`config.mk`:
```
export PLATFORM = sky130hd
export DESIGN_NAME = code_memory_arbiter
export DESIGN_NICKNAME = d
export VERILOG_FILES = /design/src/rtl/code_memory_arbiter_pkg.sv /design/src/rtl/code_mem_addr_check.sv /design/src/rtl/code_memory_arbiter.sv
export SDC_FILE = /design/constraint.sdc
export NUM_CORES = 1
export LEC_CHECK = 0
export BUFFER_PORTS_ARGS = -buffer_cell sky130_fd_sc_hd__buf_4
export CORE_AREA = 2 2 100 102
export CTS_CLUSTER_DIAMETER = 120
export DETAILED_ROUTE_END_ITERATION = 6
export DIE_AREA = 0 0 102 104
export PLACE_DENSITY = 0.57
export SLEW_MARGIN = 20
export SYNTH_ARGS = -nofsm -noshare
export SYNTH_HDL_FRONTEND = slang
export SYNTH_SLANG_ARGS = --single-unit
```
`constraint.sdc`:
```
create_clock -name iCLK -period 3.2 [get_ports iCLK]
set_input_delay 0.64 -clock iCLK [delete_from_list [all_inputs] [get_ports iCLK]]
set_output_delay 0.64 -clock iCLK [all_outputs]
set_load 0.01 [all_outputs]
```
`src/rtl/code_memory_arbiter_pkg.sv`:
```
// Shared constants for the text-memory arbiter: region bounds, starvation
// limit and the response-owner encoding carried through the pipeline.
package code_memory_arbiter_pkg;

    localparam logic [31:0] BEGINNING_TEXT = 32'h0040_0000;
    localparam int          TEXT_WIDTH     = 14;
    localparam logic [31:0] END_TEXT       = BEGINNING_TEXT + (32'd1 << TEXT_WIDTH) - 32'd1;
    localparam int          MAX_WAIT       = 4;

    typedef enum logic [1:0] {
        OWN_NONE  = 2'd0,
        OWN_FETCH = 2'd1,
        OWN_DATA  = 2'd2
    } owner_t;

endpackage

```
`src/rtl/code_mem_addr_check.sv`:
```
// Range/alignment check and word-offset translation for the granted address.
// The region base is assumed word aligned, so the word offset is a subtraction
// on the word-index bits only.
module code_mem_addr_check
    import code_memory_arbiter_pkg::*;
#(
    parameter logic [31:0] BASE  = code_memory_arbiter_pkg::BEGINNING_TEXT,
    parameter int          WIDTH = code_memory_arbiter_pkg::TEXT_WIDTH
) (
    input  logic [31:0]      addr,
    output logic [WIDTH-3:0] word,
    output logic             fault
);

    localparam logic [31:0]      LAST      = BASE + (32'd1 << WIDTH) - 32'd1;
    localparam logic [WIDTH-3:0] BASE_WORD = BASE[WIDTH-1:2];

    assign word  = addr[WIDTH-1:2] - BASE_WORD;
    assign fault = (addr < BASE) || (addr > LAST) || (addr[1:0] != 2'b00);

endmodule

```
`src/rtl/code_memory_arbiter.sv`:
```
// Two-requester arbiter for the single-port text memory. Data normally wins,
// fetch is promoted after MAX_WAIT denied cycles. Responses come back one
// cycle after grant, routed by a registered owner tag.
module code_memory_arbiter
    import code_memory_arbiter_pkg::*;
#(
    parameter logic [31:0] BEGINNING_TEXT = code_memory_arbiter_pkg::BEGINNING_TEXT,
    parameter int          TEXT_WIDTH     = code_memory_arbiter_pkg::TEXT_WIDTH,
    parameter int          MAX_WAIT       = code_memory_arbiter_pkg::MAX_WAIT
) (
    input  logic                  iCLK,
    input  logic                  iRST_n,
    input  logic                  iFetchReq,
    input  logic [31:0]           iFetchAddr,
    output logic                  oFetchGnt,
    output logic                  oFetchValid,
    output logic [31:0]           oFetchData,
    output logic                  oFetchErr,
    input  logic                  iDataReq,
    input  logic                  iDataWe,
    input  logic [3:0]            iDataBe,
    input  logic [31:0]           iDataAddr,
    input  logic [31:0]           iDataWData,
    output logic                  oDataGnt,
    output logic                  oDataValid,
    output logic [31:0]           oDataRData,
    output logic                  oDataErr,
    output logic [TEXT_WIDTH-3:0] oMemAddr,
    output logic [3:0]            oMemByteEn,
    output logic [31:0]           oMemWData,
    output logic                  oMemWren,
    input  logic [31:0]           iMemRData
);

    localparam logic [3:0] WAIT_LIMIT = 4'(MAX_WAIT);

    logic [3:0]            wait_cnt;
    logic                  fetch_win;
    logic                  data_win;
    logic                  gnt_any;
    logic [31:0]           gnt_addr;
    logic [TEXT_WIDTH-3:0] gnt_word;
    logic                  gnt_fault;
    logic [TEXT_WIDTH-3:0] mem_addr_q;
    owner_t                owner_q;
    logic                  fault_q;
    logic                  we_q;
    logic                  mem_access;

    // Grants are held off while in reset so every output reads zero.
    assign fetch_win = iRST_n && iFetchReq && (!iDataReq || (wait_cnt == WAIT_LIMIT));
    assign data_win  = iRST_n && iDataReq && !fetch_win;
    assign gnt_any   = fetch_win || data_win;
    assign gnt_addr  = fetch_win ? iFetchAddr : iDataAddr;

    code_mem_addr_check #(
        .BASE  (BEGINNING_TEXT),
        .WIDTH (TEXT_WIDTH)
    ) u_addr_check (
        .addr  (gnt_addr),
        .word  (gnt_word),
        .fault (gnt_fault)
    );

    // Faulted requests are acknowledged but never reach the macro.
    assign mem_access = gnt_any && !gnt_fault;
    assign oFetchGnt  = fetch_win;
    assign oDataGnt   = data_win;
    assign oMemWren   = mem_access && data_win && iDataWe;
    assign oMemWData  = oMemWren ? iDataWData : 32'h0;
    assign oMemAddr   = mem_access ? gnt_word : mem_addr_q;
    assign oMemByteEn = !mem_access ? 4'h0 : (oMemWren ? iDataBe : 4'hF);

    // Starvation counter: counts denied fetch cycles, saturating at the limit.
    always_ff @(posedge iCLK or negedge iRST_n) begin
        if (!iRST_n) begin
            wait_cnt <= 4'd0;
        end else if (iFetchReq && !fetch_win) begin
            if (wait_cnt != WAIT_LIMIT)
                wait_cnt <= wait_cnt + 4'd1;
        end else begin
            wait_cnt <= 4'd0;
        end
    end

    // Memory address is held between accesses.
    always_ff @(posedge iCLK or negedge iRST_n) begin
        if (!iRST_n)
            mem_addr_q <= '0;
        else if (mem_access)
            mem_addr_q <= gnt_word;
    end

    // Response tag for the access issued this cycle, consumed next cycle.
    always_ff @(posedge iCLK or negedge iRST_n) begin
        if (!iRST_n) begin
            owner_q <= OWN_NONE;
            fault_q <= 1'b0;
            we_q    <= 1'b0;
        end else begin
            owner_q <= fetch_win ? OWN_FETCH : (data_win ? OWN_DATA : OWN_NONE);
            fault_q <= gnt_any && gnt_fault;
            we_q    <= data_win && iDataWe;
        end
    end

    assign oFetchValid = (owner_q == OWN_FETCH);
    assign oFetchErr   = oFetchValid && fault_q;
    assign oFetchData  = (oFetchValid && !fault_q) ? iMemRData : 32'h0;
    assign oDataValid  = (owner_q == OWN_DATA);
    assign oDataErr    = oDataValid && fault_q;
    assign oDataRData  = (oDataValid && !fault_q && !we_q) ? iMemRData : 32'h0;

endmodule

```
Yosys cells after proc, flatten, opt, wreduce, memory -nomap -nowiden:

Cells that the tools add are included.

* add/subtract/negate cells: 1
* magnitude comparators: 2
* equal/unequal tests: 5
* multiplexer cells: 11
* reduce and logical (&&, ||, !) cells: 25

Operator list (number)
* 32-bit two-way mux: 4
* 32-bit by 23-bit greater-than comparator with 1-bit output, second input constant: 1
* 32-bit by 23-bit < comparator with 1-bit output, second input constant: 1
* 4-bit two-way mux: 4
* 1-bit logical AND: 15
* 12-bit two-way mux: 1
* 1-bit zero test: 5
* 4-bit by 1-bit adder with 4-bit output, second input constant: 1
* 4-bit by 3-bit == test with 1-bit output, second input constant: 1
* 1-bit logical OR: 4
* 2-bit two-way mux: 2
* 4-bit by 3-bit != test with 1-bit output, second input constant: 1
* 2-bit by 1-bit == test with 1-bit output, second input constant: 1
* 2-bit == test, second input constant: 1
* 2-bit by 1-bit != test with 1-bit output, second input constant: 1
* 2-bit nonzero test: 1

* bits in registers: 20
* input bits: 137
* output and inout bits: 119
* logic and storage cells: 49

Longest topological paths before layout:

* depth after elaboration: 13
* depth in mapped cells: 9

Hierarchy:

From an unflattened synthesis, not the netlist that was laid out.

* cells, all modules: 237
* area total of the unflattened synthesis: 2128.3 sq um

By module, submodules not included
* code_memory_arbiter: times used 1, cells each 218, area an instance 1993.2 sq um, sequential area each 500.5 sq um
* code_mem_addr_check: times used 1, cells each 19, area an instance 135.1 sq um, sequential area each 0.0 sq um

Least setup slack after synthesis:

Ideal clock, no wire load.

* path kind: input port to output port
* from: input iFetchAddr[16]
* to: output oMemAddr[10]
* arrival time: 2.052 ns
* slack: 0.508 ns
* stages on the path: 6
* path through: or4_4 > a2111o_1 > buf_6 > buf_4 > o22a_1 > o21a_1

* longest elaborated chain between the ends: 7
* elaborated cells on any way between the ends: 8
* those cells by class: order compare: 2; mux: 2; reduce/logical: 4

Ends and longest elaborated chain
* start, declared: line code_memory_arbiter.sv:14 `input logic [31:0] iFetchAddr,`
* 32-bit two-way mux *: line code_memory_arbiter.sv:54 `assign gnt_addr = fetch_win ? iFetchAddr : iDataAddr;`
* 32-bit by 23-bit < comparator with 1-bit output / 32-bit by 23-bit greater-than comparator with 1-bit output (equally long branches): line code_mem_addr_check.sv:19 `assign fault = (addr < BASE) || (addr > LAST) || (addr[1:0] != 2'b00);`
* 1-bit logical OR * (2 in series): line code_mem_addr_check.sv:19
* 1-bit zero test *: line code_memory_arbiter.sv:66 `assign mem_access = gnt_any && !gnt_fault;`
* 1-bit logical AND *: line code_memory_arbiter.sv:66
* 12-bit two-way mux *
* end, declared: line code_memory_arbiter.sv:28 `output logic [TEXT_WIDTH-3:0] oMemAddr,`

Every way passes the cells marked *; elsewhere a longest branch is shown, timed or not.

Worst setup path after layout:

* from: register wait_cnt[0]
* to: output oMemAddr[4]

* longest elaborated chain between the ends: 10
* elaborated cells on any way between the ends: 15
* those cells by class: order compare: 2; eq/ne: 1; mux: 2; reduce/logical: 10

Ends and longest elaborated chain
* start, declared: line code_memory_arbiter.sv:37 `logic [3:0] wait_cnt;`
* start signal, assigned: line code_memory_arbiter.sv:80 `wait_cnt <= wait_cnt + 4'd1;`
* 4-bit by 3-bit == test with 1-bit output *: line code_memory_arbiter.sv:51 `assign fetch_win = iRST_n && iFetchReq && (!iDataReq || (wait_cnt == WAIT_LIMIT));`
* 1-bit logical OR *: line code_memory_arbiter.sv:51
* 1-bit logical AND *: line code_memory_arbiter.sv:51
* 32-bit two-way mux: line code_memory_arbiter.sv:54
* 32-bit by 23-bit < comparator with 1-bit output / 32-bit by 23-bit greater-than comparator with 1-bit output (equally long branches): line code_mem_addr_check.sv:19
* 1-bit logical OR (2 in series): line code_mem_addr_check.sv:19
* 1-bit zero test: line code_memory_arbiter.sv:66
* 1-bit logical AND: line code_memory_arbiter.sv:66
* 12-bit two-way mux *

Marks and branches as above.

==> metrics.yaml <==
ir_drop_v: 0.000122
fmax_ghz: 0.332
cp_max_fo: 17
overflow: 0
tightest_slew_ns: 0.324
dr_total_vias: 2460
antenna_found_initial: 0
path_common_cell: "buf_4"
arrival_ns: 2.37
finalHoldViolations: 0
dp_slack_ns: 0.132
yosysMostFrequentCell: "and2_1"
fin_crit_sh: 0.940
critPathMaxStageDelay_ns: 0.49
slew_violations: 0
crit_buf_inv: 4
grt_pass1_vias: 2490
ctsLongestPathBuffers: 2
netlist_area_sq_um: 1750
dr.first_iter.drc_count: 43
syn2layout_area_growth_pct: 123
crit_type: "reg2out"
ys_top_cells_by_area: "and2_1 (35%), dfrtp_1 (29%), o22a_1 (6.0%)"
rr_endpoint: "mem_addr_q[4]"
synth_edf_count: 0
cpMaxStageDelayCell: "or4_1"
cpLargestDelayFamily: "simple AND/OR/NAND/NOR gates"
power_leakage_nw: 2.11
gp_congestion: 0.748
synth_top_area_frac: 0.350
cp-start-kind: "flop"
viasPerCell: 4.11
setup_ws_ns: 0.191
place_inst: 594
cts_root_buf: "clkbuf_8"
critical_path_required_ns: 2.56
stdcell_count: 598
r2r_cells: 9
diodes: 0
status: "finished, final reports clean"
endpoint_kind: "primary output"
cts_tree: "done"
reg2reg_slack_ns: 1.15
setup_violations: 0
dieHeight_microns: 104
ys_types: 30
layout_min_cycle_time_ns: 3.01
syn_area_per_cell_sq_um: 8.30
io_pins: 256
syn_inst: 211
powerDensity_nw_per_um2: 200
row_count: 36
slew-limit-headroom: 0.782
cts_setup_buffers: 0
ant_nets: 0
seq_area_frac_synth: 0.286
grt_setup_unrepaired: "false"
r2r-start: "wait_cnt[0]"
fin_skew_ns: 0.00775
portBuffers: 255
clk_pin_slew_ns: 0.07
core_area_sq_um: 9550
grt.total_usage: 0.141
grt_pass1_wl_mm: 12.0
insertion_delay_ns: 0.26
yosys.area.top_type: "and2_1"
start_util: 0.183
fin_setup_tns_ns: 0
cap_violations: 0
min_path_type: "in2async"
nets: 605
drc: 0
synth_seq_cells: 20
htree_levels: 1
numCtsBuffers: 3
crit_chain: "inv_1 > ha_1 > nand3b_4 > a21oi_2 > or4_1 > buf_4 > nand2_1 > buf_4 > o21a_1 > buf_4"
synth.top_cells.by_count: "and2_1 (98), dfrtp_1 (20), o21a_1 (12), o22a_1 (12), clkbuf_1 (9)"
die_area_sq_um: 10600
drive_above_1_share: 0.591
holdWs_ns: 0.182
routed_wirelength_mm: 8.16
first_pass_iters: 4
synth-async-reset-ratio: 1.00
die_x_microns: 102
synthFlopType: "dfrtp_1"
grt_max_degree: 34
clkSinkCount: 20
synth_warnings: 0
hpwl_mm: 7.27
drt-wirelength-per-cell_microns: 13.6
synth_fp_nets: 350
cells by family after synthesis:
kind of cell               count (synthesis)  synth area share
buffers and inverters                     16            0.0536
AOI/OAI and AO/OA                         35             0.150
adders and majority gates                  2            0.0143
xor gates and xnor gates                   2            0.0100
and+or+nand+nor                          136             0.486
DFF                                       20             0.286
metal layers:
metal	track usage	vias to the layer above	share of wire
met3	0.0276	4	0.10
met4	0.0210	0	0.0065
met2	0.301	154	0.56
li1	-	1209	-
met5	0	-	0
met1	0.133	1093	0.33
state kept, by name, indices dropped and copies added (netlist names):
register / cells
mem_addr_q: 12
we_q: 1
fault_q: 1
wait_cnt: 4
owner_q: 2
where the power goes:
part / internal (mW) / switching, mW
registers: 0.261 / 0.00845
logic: 0.169 / 0.0924
clock network: 0.167 / 0.0809
worst max-delay path by stage:
stage                               from           end  slack (ns)  cells past startpoint
after global routing       iDataAddr[16]   oMemAddr[6]       0.009                      9
after CTS                  iDataAddr[24]   oMemAddr[4]        0.13                      9
final                        wait_cnt[0]   oMemAddr[4]        0.19                     10
after detailed placement   iDataAddr[24]   oMemAddr[4]        0.13                      9
after floorplan           iFetchAddr[16]  oMemAddr[10]        0.51                      6
after global placement    iFetchAddr[28]   oMemAddr[4]        0.16                      9
stage by stage:
| step | power, mW | instance area (sq um) | util |
|---|---|---|---|
| final | 0.779 | 3900 | 0.409 |
| after global routing | 0.821 | 3900 | 0.409 |
| after CTS | 0.789 | 3890 | 0.408 |
| after detailed placement | 0.539 | 3820 | 0.400 |
| after global placement | 0.536 | 3820 | 0.400 |
| after floorplan | 0.346 | 1750 | - |
worst reg2reg max path, stage by stage (launching register included):
cell	delay (ns)
dfrtp_1	0.41
inv_1	0.06
ha_1	0.23
nand3b_4	0.13
a21oi_2	0.07
or4_1	0.49
buf_4	0.21
nand2_1	0.10
buf_4	0.15
o21a_1	0.14
placed cells by master (no fill, tap or decap), types with 3 or more instances in the layout:
master	synthesis	routed
nand2_1	4	4
and2_1	98	98
o22a_1	12	12
a21oi_1	3	3
nor2b_1	7	7
dfrtp_1	20	20
clkbuf_8	0	3
nor2_1	7	7
o21ai_0	5	5
nand3_1	3	3
nor4_1	8	6
buf_4	2	264
o21a_1	12	12
cell type report:
| type | instances | area (sq um) |
|---|---|---|
| multi-input cells | 175 | 1170 |
| repair buffers | 264 | 1980 |
| fillers | 954 | 5650 |
| inverters | 2 | 7.51 |
| flip-flops and latches | 20 | 500 |
| clock inverters | 1 | 30.0 |
| well taps | 133 | 166 |
| clock buffers | 3 | 41.3 |
what timing repair did:
item	CTS	global route
hold buffers	0	0
gates resized for setup	0	1
endpoints found under the setup margin	0	4
(Power assumes the default switching activity.)
